--- config.mk ---
export PLATFORM = sky130hd
export DESIGN_NAME = imem_arbiter
export DESIGN_NICKNAME = d
export VERILOG_FILES = /design/src/rtl/imem_arbiter.sv
export SDC_FILE = /design/constraint.sdc
export NUM_CORES = 1
export LEC_CHECK = 0
export CORE_AREA = 2 2 81 83
export DETAILED_ROUTE_END_ITERATION = 16
export DIE_AREA = 0 0 83 85
export PLACE_DENSITY_LB_ADDON = 0.1
export RECOVER_POWER = 100
export SYNTH_ARGS = -nofsm -noshare
export SYNTH_HDL_FRONTEND = slang
export SYNTH_SLANG_ARGS = --single-unit
--- constraint.sdc ---
create_clock -name clk -period 5.3 [get_ports clk]
set_input_delay 1.59 -clock clk [delete_from_list [all_inputs] [get_ports clk]]
set_output_delay 1.59 -clock clk [all_outputs]
set_load 0.05 [all_outputs]
--- src/rtl/imem_arbiter.sv ---
// Instruction-memory port arbiter: shares one single-port memory between the
// core fetch path and the program loader, with bounded starvation of fetches.
module imem_arbiter #(
  parameter int MEM_BYTES    = 1024,
  parameter int STARVE_LIMIT = 4
) (
  input  logic                          clk,
  input  logic                          rst_n,
  input  logic                          fetch_req,
  input  logic [31:0]                   fetch_addr,
  output logic                          fetch_gnt,
  output logic                          fetch_rvalid,
  output logic [31:0]                   fetch_rdata,
  output logic                          fetch_err,
  input  logic                          ld_req,
  input  logic [31:0]                   ld_addr,
  input  logic [31:0]                   ld_wdata,
  output logic                          ld_gnt,
  output logic                          ld_err,
  output logic                          mem_en,
  output logic                          mem_we,
  output logic [$clog2(MEM_BYTES)-3:0]  mem_addr,
  output logic [31:0]                   mem_wdata,
  input  logic [31:0]                   mem_rdata
);

  localparam int AW = $clog2(MEM_BYTES);
  localparam int CW = $clog2(STARVE_LIMIT + 1);
  localparam logic [CW-1:0] LIMIT_C = CW'(STARVE_LIMIT);

  // Handshake: a request is taken on a rising edge where req && gnt; the
  // requester holds req/addr/data until then, and the response (rvalid or
  // ld_err) appears for exactly the cycle following acceptance.

  logic [CW-1:0] r_starve;
  logic [CW-1:0] w_starve_nxt;
  logic          r_f_vld;
  logic          r_f_err;
  logic          r_ld_err;
  logic          w_fetch_win;
  logic          w_f_ok;
  logic          w_l_ok;

  assign w_f_ok = (fetch_addr[1:0] == 2'b00) && (fetch_addr < 32'(MEM_BYTES));
  assign w_l_ok = (ld_addr[1:0] == 2'b00) && (ld_addr < 32'(MEM_BYTES));

  always_comb begin
    w_fetch_win = fetch_req && (!ld_req || (r_starve == LIMIT_C));
    // Grants are gated by rst_n so nothing is accepted while reset is held.
    fetch_gnt   = rst_n && w_fetch_win;
    ld_gnt      = rst_n && ld_req && !w_fetch_win;
    mem_en      = 1'b0;
    mem_we      = 1'b0;
    mem_addr    = '0;
    mem_wdata   = '0;
    if (fetch_gnt && w_f_ok) begin
      mem_en   = 1'b1;
      mem_addr = fetch_addr[AW-1:2];
    end else if (ld_gnt && w_l_ok) begin
      mem_en    = 1'b1;
      mem_we    = 1'b1;
      mem_addr  = ld_addr[AW-1:2];
      mem_wdata = ld_wdata;
    end
  end

  always_comb begin
    w_starve_nxt = r_starve;
    if (ld_gnt && fetch_req) begin
      if (r_starve != LIMIT_C) w_starve_nxt = r_starve + CW'(1);
    end else if (fetch_gnt || !fetch_req) begin
      w_starve_nxt = '0;
    end
  end

  always_ff @(posedge clk or negedge rst_n) begin
    if (!rst_n) begin
      r_starve <= '0;
      r_f_vld  <= 1'b0;
      r_f_err  <= 1'b0;
      r_ld_err <= 1'b0;
    end else begin
      r_starve <= w_starve_nxt;
      r_f_vld  <= fetch_gnt;
      r_f_err  <= fetch_gnt && !w_f_ok;
      r_ld_err <= ld_gnt && !w_l_ok;
    end
  end

  assign fetch_rvalid = r_f_vld;
  assign fetch_err    = r_f_err;
  assign ld_err       = r_ld_err;
  // Read data passes straight from the memory, zeroed for errors and idle cycles.
  assign fetch_rdata  = (r_f_vld && !r_f_err) ? mem_rdata : 32'h0;

endmodule

* Word-level counts from Yosys, hierarchy flattened
Index checks and enable logic that the tools add are counted.
** Word-level totals
- Flip-flop bits (word level) :: 6
- Input bits :: 132
- Output and inout bits :: 79
- Word-level logic and storage cells :: 45
** Cells by class
- Add/subtract/negate cells :: 1
- Order comparisons :: 2
- Eq/ne operators :: 3
- Multiplexer cells :: 11
- Reduce and logical (&&, ||, !) cells :: 24
** Operator list (count)
- 2-to-1 mux 32 bit :: 3
- < comparator 32 x 11 -> 1 bit, second input constant :: 2
- 2-to-1 mux 8 bit :: 2
- logical AND 1 bit :: 12
- 2-to-1 mux 3 bit :: 3
- zero test 1 bit :: 6
- zero test 2 bit :: 2
- adder 3 x 1 -> 3 bit, second input constant :: 1
- equality test 3 bit, second input constant :: 1
- 2-to-1 mux 1 bit :: 3
- != test 3 bit, second input constant :: 1
- logical OR 1 bit :: 2
- != test 2 x 1 -> 1 bit, second input constant :: 1
- AND reduction 2 bit :: 1
- nonzero test 2 bit :: 1

* Depth between registers and ports, before layout
- Depth after elaboration :: 8
- Depth in mapped cells :: 6
- Mapped depth without buffers :: 5

* Worst setup path before layout
OpenSTA, ideal clock, no wires.
- Path type :: in2out
- Start point :: input fetch_addr[20]
- End point :: output mem_addr[0]
- Data arrival time :: 3481 ps
- Data required time :: 3710 ps
- Path slack :: 229 ps
- Cell stages on the path :: 3
- Buffers on the path :: 0
- Path through :: nor4_1 > nand4_1 > o32ai_1
** On the way
- Word-level cells in the longest chain between the ends :: 4
** Ends and longest elaborated chain
- start, declared :: line 10 : input logic [31:0] fetch_addr,
- < comparator 32 x 11 -> 1 bit :: line 44 : assign w_f_ok = (fetch_addr[1:0] == 2'b00) && (fetch_addr < 32'(MEM_BYTES));
- logical AND 1 bit :: line 44
- logical AND 1 bit :: line 56 : if (fetch_gnt && w_f_ok) begin
- 2-to-1 mux 8 bit :: line 56
- end, declared :: line 22 : output logic [$clog2(MEM_BYTES)-3:0] mem_addr,
No other way between the ends.

* Worst setup path in the final report
- Start point :: input rst_n
- End point :: output mem_wdata[1]
** On the way
- Word-level cells in the longest chain between the ends :: 5
- Elaborated cells on any way between the ends :: 7
- Classes of those cells :: mux: 2; reduce/logical: 5
** Ends and longest elaborated chain
- start, declared :: line 8 : input logic rst_n,
- logical AND 1 bit (2 in a row) :: line 51 : ld_gnt = rst_n && ld_req && !w_fetch_win;
- logical AND 1 bit :: line 59 : end else if (ld_gnt && w_l_ok) begin
- 2-to-1 mux 32 bit :: line 59
- 2-to-1 mux 32 bit * :: line 56
- end, declared :: line 23 : output logic [31:0] mem_wdata,
Mark *: on every way between the ends. The rest lies on a longest branch, timed or not.

==> metrics.md <==
| Metric | Value |
|---|---|
| First-pass GRT wire length | `10600 um` |
| CTS Hold Bufs | `0` |
| # resized after CTS | `0` |
| Share of the synthesized area in the top cell type | `19.3%` |
| Worst-Skew Late Latency | `0.22 ns` |
| Post-placement worst setup slack | `0.252 ns` |
| Fin cells | `476` |
| Fin. Hold Viols | `0` |
| Syn nets | `326` |
| Yosys reg bits | `6` |
| CP arrival | `3.55 ns` |
| Antenna cells | `0` |
| Clock power share | `23.6%` |
| Root buffer cell | `clkbuf_8` |
| Crit path launch type | `input pin` |
| Status | `finished clean` |
| Die area | `0.00706 mm2` |
| Vias/cell | `~4.5` |
| Fill cells | `about 550` |
| DR WL/cell | `14.0 um` |
| Ys Warns | `0` |
| Top cells by area, synth | `nor3_2 19%, and2_1 16%, dfrtp_1 11%, inv_1 9.4%, o32ai_1 5.6%` |
| Core footprint | `between 0.006 and 0.007 mm2` |
| Slew margin rel. | `58.2%` |
| Critical path, cell by cell | `dlygate4sd3_1 -> and2_0 -> nand4_4 -> buf_12 -> nor3_1 -> clkbuf_1` |
| CTS tree | `done` |
| Synth area leader | `nor3_2` |
| Clk_skew | `0.00197 ns` |
| R2R depth | `6` |
| Die X | `83 um` |
| Cts bufs inserted | `3` |
| Nets | `around 540` |
| Synthesized area per cell | `7.30 um2` |
| Num rows | `29` |
| # IOs | `between 200 and 250` |
| Most frequent cells in the layout | `130 x clkdlybuf4s50_1, 42 x buf_12, 36 x dlygate4sd3_1` |
| Min setup slack post-route | `about 0.16 ns` |
| Clock sinks | `6` |
| Post-CTS Setup Repair Bufs | `0` |
| Hold Path End | `r_starve[2]` |
| Design area | `just under 0.004 mm2` |
| Reg2reg setup slack | `3.76 ns` |
| Final period util | `roughly 97%` |
| RR Startpoint | `r_starve[0]` |
| Antenna violations before repair | `0` |
| Yosys cell types | `30` |
| DR pass1 iterations | `4` |
| Chip Height | `85 um` |
| Sw frac | `29.2%` |
| Leading cell type in the layout, fill and taps excluded | `clkdlybuf4s50_1` |
| P_leak | `1.67 nW` |
| Fmax | `194 MHz` |
| CP endpoint kind | `output pin` |
| Max IR drop VDD | `0.0808 mV` |
| Hold Path Depth | `2` |
| Mapped Area | `0.00140 mm2` |
| Kind of critical path | `in2out` |
| HP Start | `r_starve[2]` |
| Crit Reg-Reg Endpoint | `ld_err` |
| Data required, critical path | `3.71 ns` |
| Layout cell share with drive strength beyond 1 | `about 14%` |
| Largest net degree at the start of global routing | `34` |
| Vias in the first global route | `around 2200` |
| RSZ-0062 raised after global routing | `no` |
| Slowest Stage Delay on Critical Path | `0.72 ns` |
| Max Slew Vio Count | `0` |
| Cells after synthesis | `approximately 190` |
| Worst hold path class | `reg2reg` |
| Clock-pin slew on the worst setup and hold paths | `roughly 0.04 ns` |
| Overflow after GRT | `0` |
| Comb pwr share | `59.5%` |
| GRT Resource Usage Total | `a little under a fifth` |
| Master of the slowest instance on the critical path | `dlygate4sd3_1` |
| Via count | `2156` |
| Total Routed Length | `6680 um` |
| Setup TNS | `0 ns` |
| Max FO, Critical Path | `33` |
| Placed Cells | `around 470` |
| Initial core utilization | `22.6%` |
| DRT iter0 DRCs | `46` |
| Pwr dens | `73.7 mW/mm2` |
| Sequential power share | `~17%` |
| Port bufs | `210` |
| Buffers & Inverters on Critical Path | `3` |
| Final setup viols | `0` |
| Worst-Margin Slew | `between 0.6 and 0.7 ns` |
| Minimum clock period | `5.14 ns` |
| Post-synthesis sequential area ratio | `a little over a tenth` |
| CTS HTree Levels | `1` |
| P_int | `0.203 mW` |
| DRC viols | `0` |
| Net switching power figure | `between 0.08 and 0.09 mW` |
| DP Area | `0.00405 mm2` |
| ANT nets after route | `0` |
| GP Congestion | `between 0.8 and 0.9` |
| Synthesis-to-layout area growth | `178%` |
| Clock Tree Buf Depth | `2` |
| Top Family by Delay on Critical Path | `buffers and inverters` |
| DP Wirelength | `5980 um` |
| MaxCap Viol Count | `0` |
==> power by group through the flow <==
| stage | registers [mW] | clock network (mW) | logic, mW |
|---|---|---|---|
| final | 0.0485 | 0.0675 | 0.171 |
| after global routing | 0.0487 | 0.0728 | 0.182 |
| after CTS | 0.0485 | 0.0695 | 0.179 |
| after detailed placement | 0.0490 | 0 | 0.178 |
| after global placement | 0.0490 | 0 | 0.176 |
| after floorplan | 0.0525 | 0 | 0.0529 |
==> flip-flops by register name (all words and copies together), names as in the netlist <==
name	cells
r_starve	3
fetch_err	1
fetch_rvalid	1
ld_err	1
==> worst max-delay path by stage <==
stage	startpoint	endpoint	slack, ns	cells past startpoint
after floorplan	fetch_addr[20]	mem_addr[0]	0.23	3
after global placement	fetch_addr[14]	mem_en	0.28	5
after detailed placement	fetch_addr[20]	mem_addr[7]	0.25	5
after CTS	fetch_addr[20]	mem_addr[7]	0.25	5
after global routing	rst_n	mem_wdata[1]	0.05	6
final	rst_n	mem_wdata[1]	0.16	6
==> routing by layer <==
| layer | track usage [%] | up-vias | part of all wire, % |
|---|---|---|---|
| met4 | 5.22 | 0 | 2.4 |
| met5 | 0 | - | 0 |
| li1 | - | 1081 | - |
| met2 | 34.8 | 137 | 51 |
| met3 | 7.20 | 14 | 11 |
| met1 | 18.1 | 924 | 36 |
==> layout make-up <==
cell class | instances | area [um2] | area share, %
repair buffers | 218 | 2580 | 66.2
clock buffers | 3 | 41.3 | 1.06
inverters | 35 | 131 | 3.38
flip-flops and latches | 6 | 150 | 3.86
well taps | 77 | 96.3 | 2.48
multi-input cells | 137 | 897 | 23.0
==> cell usage after synthesis (all sizes together) <==
master / number
nor3b: 2
clkbuf: 9
dfrtp: 6
o32ai: 9
o22ai: 1
nor2: 2
o21a: 2
a21boi: 1
and3: 8
nand3: 9
inv: 35
nand2b: 1
nand4: 11
and3b: 1
buf: 5
o21ai: 1
nor3: 32
and2: 36
nor4: 12
a21bo: 1
nand2: 4
ha: 2
nor2b: 1
o21ba: 1
==> logic make-up (layout without fill, tap and decap cells) <==
kind of cell	count (synthesis)	count (layout)	synth area share (%)
AOI/OAI and AO/OA	16	16	9.46
adders and majority gates	2	2	1.79
buffers and inverters	49	256	14.8
DFF	6	6	10.7
and+or+nand+nor	119	119	63.2
==> per-stage QoR <==
stage / util [%] / total power [mW] / hold WS, ns
after floorplan: - / 0.105 / 0.561
after global placement: 65.3 / 0.225 / 0.578
after detailed placement: 65.3 / 0.228 / 0.595
after CTS: 65.9 / 0.297 / 0.603
after global routing: 62.7 / 0.304 / 0.624
final: 62.7 / 0.287 / 0.610
==> worst register-to-register path, cell delays in order, from the launching register on <==
cell and delay (ns):
dfrtp_1 0.36, inv_1 0.07, ha_1 0.23, nand3_1 0.15, buf_4 0.18, and2_0 0.29, o21a_1 0.19
Power figures use the tool's default switching activity.
